File: config.mk
export PLATFORM = sky130hd
export DESIGN_NAME = mem_response_mux
export DESIGN_NICKNAME = d
export VERILOG_FILES = /design/src/rtl/mem_bus_pkg.sv /design/src/rtl/onehot_mux.sv /design/src/rtl/mem_response_mux.sv
export SDC_FILE = /design/constraint.sdc
export NUM_CORES = 1
export LEC_CHECK = 0
export ABC_AREA = 1
export ABC_CLOCK_PERIOD_IN_PS = 1800
export CAP_MARGIN = 20
export CORE_ASPECT_RATIO = 1.75
export CORE_MARGIN = 5
export CORE_UTILIZATION = 36
export DETAILED_ROUTE_END_ITERATION = 10
export PLACE_DENSITY = 0.81
export SKIP_CTS_REPAIR_TIMING = 1
export SYNTH_ARGS = -nofsm -noshare
export SYNTH_HDL_FRONTEND = slang
export SYNTH_SLANG_ARGS = --single-unit
File: constraint.sdc
create_clock -name clk -period 1.8 [get_ports clk]
set_input_delay 0.36 -clock clk [delete_from_list [all_inputs] [get_ports clk]]
set_output_delay 0.36 -clock clk [all_outputs]
set_load 0.005 [all_outputs]
File: src/rtl/mem_bus_pkg.sv
// Shared definitions for the data-memory bus return path.
package mem_bus_pkg;

  // Target indices on the data-memory bus.
  localparam int unsigned TGT_RAM = 0;
  localparam int unsigned TGT_ROM = 1;
  localparam int unsigned TGT_CAM = 2;
  localparam int unsigned TGT_IO  = 3;

  // One-hot selects as produced by the address decoder.
  localparam logic [3:0] SEL_RAM = 4'b0001;
  localparam logic [3:0] SEL_ROM = 4'b0010;
  localparam logic [3:0] SEL_CAM = 4'b0100;
  localparam logic [3:0] SEL_IO  = 4'b1000;

  // Response FSM states.
  typedef enum logic [1:0] {
    IDLE,
    WAIT,
    RESP
  } mem_rsp_state_t;

  // Data returned for stores and for errored accesses.
  localparam logic [31:0] DATA_ZERO = 32'h0000_0000;

endpackage

File: src/rtl/onehot_mux.sv
// One-hot data selector: ORs together the slices whose select bit is set and
// reports whether the select vector is exactly one-hot.
module onehot_mux #(
  parameter int unsigned N_TGT  = 4,
  parameter int unsigned DATA_W = 32
) (
  input  logic [N_TGT-1:0]        sel_i,
  input  logic [N_TGT*DATA_W-1:0] data_i,
  output logic [DATA_W-1:0]       data_o,
  output logic                    is_onehot_o
);

  // AND-OR select; a zero select yields zero data.
  always_comb begin
    data_o = '0;
    for (int i = 0; i < int'(N_TGT); i++) begin
      if (sel_i[i]) begin
        data_o = data_o | data_i[i*DATA_W +: DATA_W];
      end
    end
    is_onehot_o = (sel_i != '0) && ((sel_i & (sel_i - N_TGT'(1))) == '0);
  end

endmodule

File: src/rtl/mem_response_mux.sv
// Data-memory bus return path: latches the target select of an issued
// request, waits for that target's ready, routes its read data back to the
// MEM stage and stalls the pipeline until the response. Illegal selects and
// unanswered requests come back as a bus error.
module mem_response_mux
  import mem_bus_pkg::*;
#(
  parameter int unsigned DATA_W  = 32,
  parameter int unsigned N_TGT   = 4,
  parameter int unsigned TIMEOUT = 16
) (
  input  logic                    clk,
  input  logic                    reset,
  input  logic                    req_valid,
  input  logic                    req_we,
  input  logic [N_TGT-1:0]        mem_select,
  input  logic [N_TGT*DATA_W-1:0] tgt_rdata,
  input  logic [N_TGT-1:0]        tgt_ready,
  output logic [DATA_W-1:0]       rdata,
  output logic                    rsp_valid,
  output logic                    stall,
  output logic                    bus_error
);

  localparam int unsigned CntW = $clog2(TIMEOUT);
  localparam logic [CntW-1:0] CntMax = CntW'(TIMEOUT - 1);

  mem_rsp_state_t    state_q, state_d;
  logic [N_TGT-1:0]  sel_q, sel_d;
  logic              we_q, we_d;
  logic [CntW-1:0]   cnt_q, cnt_d;
  logic [DATA_W-1:0] rdata_q, rdata_d;
  logic              err_q, err_d;

  logic [N_TGT-1:0]  mux_sel;
  logic [DATA_W-1:0] mux_data;
  logic              mux_onehot;

  // A single mux serves both jobs: in IDLE it checks the incoming select for
  // legality, afterwards it steers the latched target's data.
  assign mux_sel = (state_q == IDLE) ? mem_select : sel_q;

  onehot_mux #(
    .N_TGT (N_TGT),
    .DATA_W(DATA_W)
  ) u_onehot_mux (
    .sel_i      (mux_sel),
    .data_i     (tgt_rdata),
    .data_o     (mux_data),
    .is_onehot_o(mux_onehot)
  );

  // Next-state and output decode.
  always_comb begin
    state_d   = state_q;
    sel_d     = sel_q;
    we_d      = we_q;
    cnt_d     = cnt_q;
    rdata_d   = rdata_q;
    err_d     = err_q;
    stall     = 1'b0;
    rsp_valid = 1'b0;
    bus_error = 1'b0;

    unique case (state_q)
      IDLE: begin
        // Freeze in the same cycle the request is issued.
        stall = req_valid;
        if (req_valid) begin
          if (mux_onehot) begin
            sel_d   = mem_select;
            we_d    = req_we;
            cnt_d   = '0;
            err_d   = 1'b0;
            state_d = WAIT;
          end else begin
            rdata_d = '0;
            err_d   = 1'b1;
            state_d = RESP;
          end
        end
      end
      WAIT: begin
        stall = 1'b1;
        // Ready from the selected target wins over a coincident timeout.
        if ((tgt_ready & sel_q) != '0) begin
          rdata_d = we_q ? '0 : mux_data;
          err_d   = 1'b0;
          state_d = RESP;
        end else if (cnt_q == CntMax) begin
          rdata_d = '0;
          err_d   = 1'b1;
          state_d = RESP;
        end else begin
          cnt_d = cnt_q + CntW'(1);
        end
      end
      RESP: begin
        // req_valid here is the instruction being answered; never re-accept.
        rsp_valid = 1'b1;
        bus_error = err_q;
        state_d   = IDLE;
      end
      default: state_d = IDLE;
    endcase
  end

  assign rdata = rdata_q;

  // State registers with synchronous reset.
  always_ff @(posedge clk) begin
    if (reset) begin
      state_q <= IDLE;
      sel_q   <= '0;
      we_q    <= 1'b0;
      cnt_q   <= '0;
      rdata_q <= '0;
      err_q   <= 1'b0;
    end else begin
      state_q <= state_d;
      sel_q   <= sel_d;
      we_q    <= we_d;
      cnt_q   <= cnt_d;
      rdata_q <= rdata_d;
      err_q   <= err_d;
    end
  end

endmodule

Word-level counts from Yosys, hierarchy flattened --
Cells that the tools add are included.
Word-level totals: register bits 44, bits of input ports 140, output and inout bits 35, logic and storage cells 62
Cells by class: $add $sub $neg 2, equality and inequality tests 9, multiplexer cells 29, bitwise operators 5, reductions and logical operators 11
Operators with widths (count):
- 32-bit 2-to-1 mux | 9
- 32-bit OR | 3
- 32-bit one-hot mux with 2 select lines | 1
- 4-bit 2-to-1 mux | 5
- 2-bit inequality test, second input constant | 5
- 4-bit bitwise AND | 2
- 2-bit 2-to-1 mux | 4
- 4-bit one-hot mux with 2 select lines | 1
- 4-bit nonzero test | 2
- 1-bit 2-to-1 mux | 6
- 3-bit AND reduction | 2
- 5-bit AND reduction | 1
- 4-bit by 1-bit adder with 4-bit output, second input constant | 1
- 4-bit equality test, second input constant | 1
- 4-bit logical NOT | 1
- 1-bit one-hot mux with 2 select lines | 2
- 2-bit one-hot mux with 2 select lines | 1
- 4-bit AND reduction | 1
- 4-bit by 1-bit subtractor with 4-bit output, second input constant | 1
- 3-bit inequality test, second input constant | 1
- 2-bit by 1-bit equality test with 1-bit output, second input constant | 1
- 2-bit equality test, second input constant | 1
- 2-bit logical NOT | 1
- 2-bit AND reduction | 1
- other kinds (2) | 2

Longest topological paths before layout --
depth after elaboration 12, gate-level depth with buffers 13, gate-level depth less buffers 13

Hierarchy --
A second synthesis with hierarchy kept.
Unflattened totals: cells, all modules 436, area, all modules 3149.3 µm²
Modules (own cells, without submodules):
- mem_response_mux | times used 1, cells each 246, area each 2243.4 µm², seq. area each 880.8 µm²
- onehot_mux | times used 1, cells each 190, area each 905.9 µm², seq. area each 0.0 µm²

Worst setup path after synthesis --
OpenSTA, ideal clock, no wires.
path kind flip-flop to flip-flop, from register state_q[1], to register cnt_q[2], setup time 112 ps, arrival 1439 ps, data required time 1688 ps, setup slack 250 ps, stages on the path, launching flop included 14, period minus slack after synthesis 1550 ps, cells stage by stage dfxtp_1 > nor2_1 > buf_4 > nand2_1 > nand2_1 > nand2_1 > nand2_1 > nand2_2 > nand2_1 > nand2_1 > nand2_1 > inv_1 > nor2_1 > nor2_1
On the way: cells in the longest elaborated chain, start to end 8, elaborated cells on any way between the ends 15
Ends and longest elaborated chain:
- from (decl) | line mem_response_mux.sv:28 | mem_rsp_state_t state_q, state_d;
- from (signal assigned) | line mem_response_mux.sv:120 | state_q <= state_d;
- 2-bit logical NOT | line mem_response_mux.sv:41, mem_response_mux.sv:65
- 4-bit 2-to-1 mux | line mem_response_mux.sv:41 | assign mux_sel = (state_q == IDLE) ? mem_select : sel_q;
- 4-bit by 1-bit subtractor with 4-bit output | line onehot_mux.sv:21 | is_onehot_o = (sel_i != '0) && ((sel_i & (sel_i - N_TGT'(1))) == '0);
- 4-bit bitwise AND | line onehot_mux.sv:21
- 4-bit logical NOT | line onehot_mux.sv:21
- 1-bit logical AND | line onehot_mux.sv:21
- 2-bit inequality test (no source line)
- 5-bit AND reduction (no source line)
- to (signal assigned) | line mem_response_mux.sv:123 | cnt_q <= cnt_d;
- to (decl) | line mem_response_mux.sv:31 | logic [CntW-1:0] cnt_q, cnt_d;
Parallel ways exist; a longest one is shown, timed or not. A chain may end at the register's enable or synchronous reset.

Final worst setup path --
from register state_q[0], to output bus_error
On the way: cells in the longest elaborated chain, start to end 2
Ends and longest elaborated chain:
- 2-bit equality test | line mem_response_mux.sv:65 | unique case (state_q)
- 1-bit 2-to-1 mux | line mem_response_mux.sv:65
- to (decl) | line mem_response_mux.sv:22 | output logic bus_error
Every way passes these cells.

==> impl_metrics.csv <==
group,metric,value,unit
clocking,root_buffer,"clkbuf_16",
synth,synth.yosys.seq_area_share,34.2,%
clocking,cts_max_level,2,
synth,yosysWarnings,0,
timing,drv_slew,0,
timing,setup_ws,61.4,ps
die,coreArea,6910,um2
worst_setup_path,crit_buf_inv,2,
synth,ys_seq_elements,44,
worst_setup_path,cp_max_fo,4,
cells_and_area,final_util,68.2,%
routing,vias_per_cell,5.01,
placed_design,io_buffers,174,
routing,vias,3536,
timing,rsz0062_at_grt,"no",
synth,synth_top_cells_by_area,"nand2_1, dfxtp_1, nand4_1, a21oi_1, nor2_1",
power_and_ir_drop,powerDensity,1240,nW/um2
routing,routed_wirelength,10700,um
cells_and_area,final_cell_area,4710,um2
routing,drc,0,
worst_setup_path,crit_path_start_kind,"register",
clocking,cts_tree,"built",
timing,slew_headroom,76.7,%
global_route,globalRouteOverflowTotal,0,
placed_design,place_inst,697,
timing,finalHoldViolations,0,
timing,fin_skew,6.66,ps
cells_and_area,layoutNonFillerInstCount,706,
cells_and_area,nFillCells,625,
synth,syn_inst,442,
worst_setup_path,crit-reg2reg-launch,"state_q[1]",
synth,synth_ff_type,"dfxtp_1",
timing,fin_crit_sh,96.6,%
min_path,hold_end,"rdata[22]",
die,die_w,74.0,um
global_route,grt_max_degree,21,
min_path,worstHoldStart,"rdata[22]",
worst_setup_path,cp_slowest_cell,"clkdlybuf4s50_1",
clocking,clkSinkCount,44,
cells_and_area,layout-drive-gt1-share,6.75,%
placed_design,place_area,4500,um2
timing,holdWs,459,ps
synth,yosysTopAreaCell,"nand2_1",
min_path,min_path_type,"register to register",
power_and_ir_drop,power.total,5.82,mW
routing,drt_iter0_drc,174,
timing,worstMarginPinSlew,348,ps
global_route,grt_pass1_vias,3530,
timing,fin_crit,1740,ps
clocking,cts_buffer_depth,2,
run_status,status,"complete, no violations",
synth,synth_edf_count,0,
die,start_util,37.3,%
timing,tns,0,ps
global_route,grt_usage,23.6,%
cells_and_area,syn2layout_area_growth,82.8,%
die,die_h,122,um
clocking,clk_pin_slew,70,ps
synth,synth_common_cells,"nand2_1, dfxtp_1, a21oi_1, nand4_1, nor2_1",
synth,async_flop_share,0,%
placed_design,hpwl,8550,um
worst_setup_path,path_delay_family,"buffers and inverters",
worst_setup_path,cp.arrival,1380,ps
power_and_ir_drop,max-vdd-ir-drop,828,uV
synth,syn_nets,583,
timing,fmaxAchievable,575,MHz
worst_setup_path,cp_cell_sequence,"inv_2 > and3_1 > clkdlybuf4s50_1",
worst_setup_path,reg2reg_depth,11,
worst_setup_path,r2r-end,"rdata[4]",
clocking,clkLatencyLatePin,290,ps
synth,yosysTopAreaCellShare,36.0,%
placed_design,gp_congestion,0.893,
synth,postSynthAreaPerCell,5.83,um2
placed_design,place_ws,-165,ps
global_route,grt_antenna_before_repair,0,
routing,post_drt_wl_per_cell,15.1,um
worst_setup_path,worst_setup_path_end_kind,"output pin",
synth,yosysMostFrequentCell,"nand2_1",
routing,postRouteAntennaNets,0,
worst_setup_path,cpPeakStageDelay,500,ps
cells_and_area,regArea,886,um2
die,io-pin-count,175,
power_and_ir_drop,leakage,1.93,nW
synth,synth_area,2580,um2
worst_setup_path,criticalPathCategory,"register to output pin",
routing,drt_first_pass_iters,4,
worst_setup_path,r2r_setup_slack,180,ps
die,die_area,9020,um2
flow_run,max_cap_viol_count,0,
min_path,hold_depth,2,
global_route,grt_pass1_wl,16600,um
synth,synth_cell_type_count,19,
cells_and_area,nets,762,
worst_setup_path,cp.required,1440,ps
timing,setup_violations,0,
cells_and_area,multi_input_area,1560,um2
die,rows,40,
clocking,cts_buffers,5,
cells_and_area,diodes,0,
==> where the power goes <==
part	switching (mW)	internal, mW	total, mW
clock	0.400	0.660	1.06
combinational	2.03	1.49	3.51
sequential	0.117	1.13	1.25
==> how the worst max path moves through the flow <==
stage | from | endpoint | cells past startpoint
after floorplan | state_q[1] | cnt_q[2] | 13
after global placement | req_valid | stall | 4
after detailed placement | req_valid | stall | 4
after CTS | req_valid | stall | 4
after global routing | state_q[0] | sel_q[2] | 10
final | state_q[0] | bus_error | 3
==> kinds of logic (layout without fill, tap and decap cells) <==
| kind of cell | count (synthesis) | in the layout | share of synthesized area [%] |
|---|---|---|---|
| simple gates | 314 | 314 | 50.2 |
| xor+xnor | 1 | 1 | 0.340 |
| flops | 44 | 44 | 34.2 |
| compound gates | 44 | 44 | 8.54 |
| buf+inv | 38 | 218 | 6.21 |
| fa+ha+maj | 1 | 1 | 0.485 |
==> flip-flops by register name, indices dropped and copies added, names as in the netlist <==
name and flops:
err_q 1, cnt_q 4, rdata 32, state_q 2, sel_q 4, we_q 1
==> worst min-delay path, cell delays in order, from the launching register on <==
cell,delay [ps]
dfxtp_1,310
nand2_1,60
a21oi_1,50
==> final cells by class <==
type / count / area share, %
Timing Repair Buffer: 195 / 41.0
Multi-Input combinational cell: 360 / 33.1
Sequential cell: 44 / 18.8
Clock buffer: 5 / 2.66
Tap cell: 84 / 2.23
Inverter: 15 / 1.20
Clock inverter: 3 / 1.01
==> layer usage <==
| layer | GRT usage [%] | vias up | wire length, um | part of all wire, % |
|---|---|---|---|---|
| li1 | - | 1771 | - | - |
| met1 | 23.4 | 1628 | 3730 | 35 |
| met2 | 46.1 | 116 | 6090 | 57 |
| met3 | 4.46 | 21 | 571 | 5.3 |
| met4 | 8.84 | 0 | 305 | 2.9 |
| met5 | 0 | - | 0 | 0 |
==> cells in the final DEF, fill, tap and decap left out, types with 3 or more instances in the layout <==
master,netlist,routed
inv_1,15,14
dfxtp_1,44,42
clkbuf_16,0,5
nand2_2,3,3
a21oi_1,38,37
nor2_1,21,19
nand2_1,247,245
nand4_1,32,32
nand3_1,7,7
o21ai_0,6,5
buf_4,4,18
clkdlybuf4s50_1,0,173
Note: power is estimated with default switching activity, not from simulation.
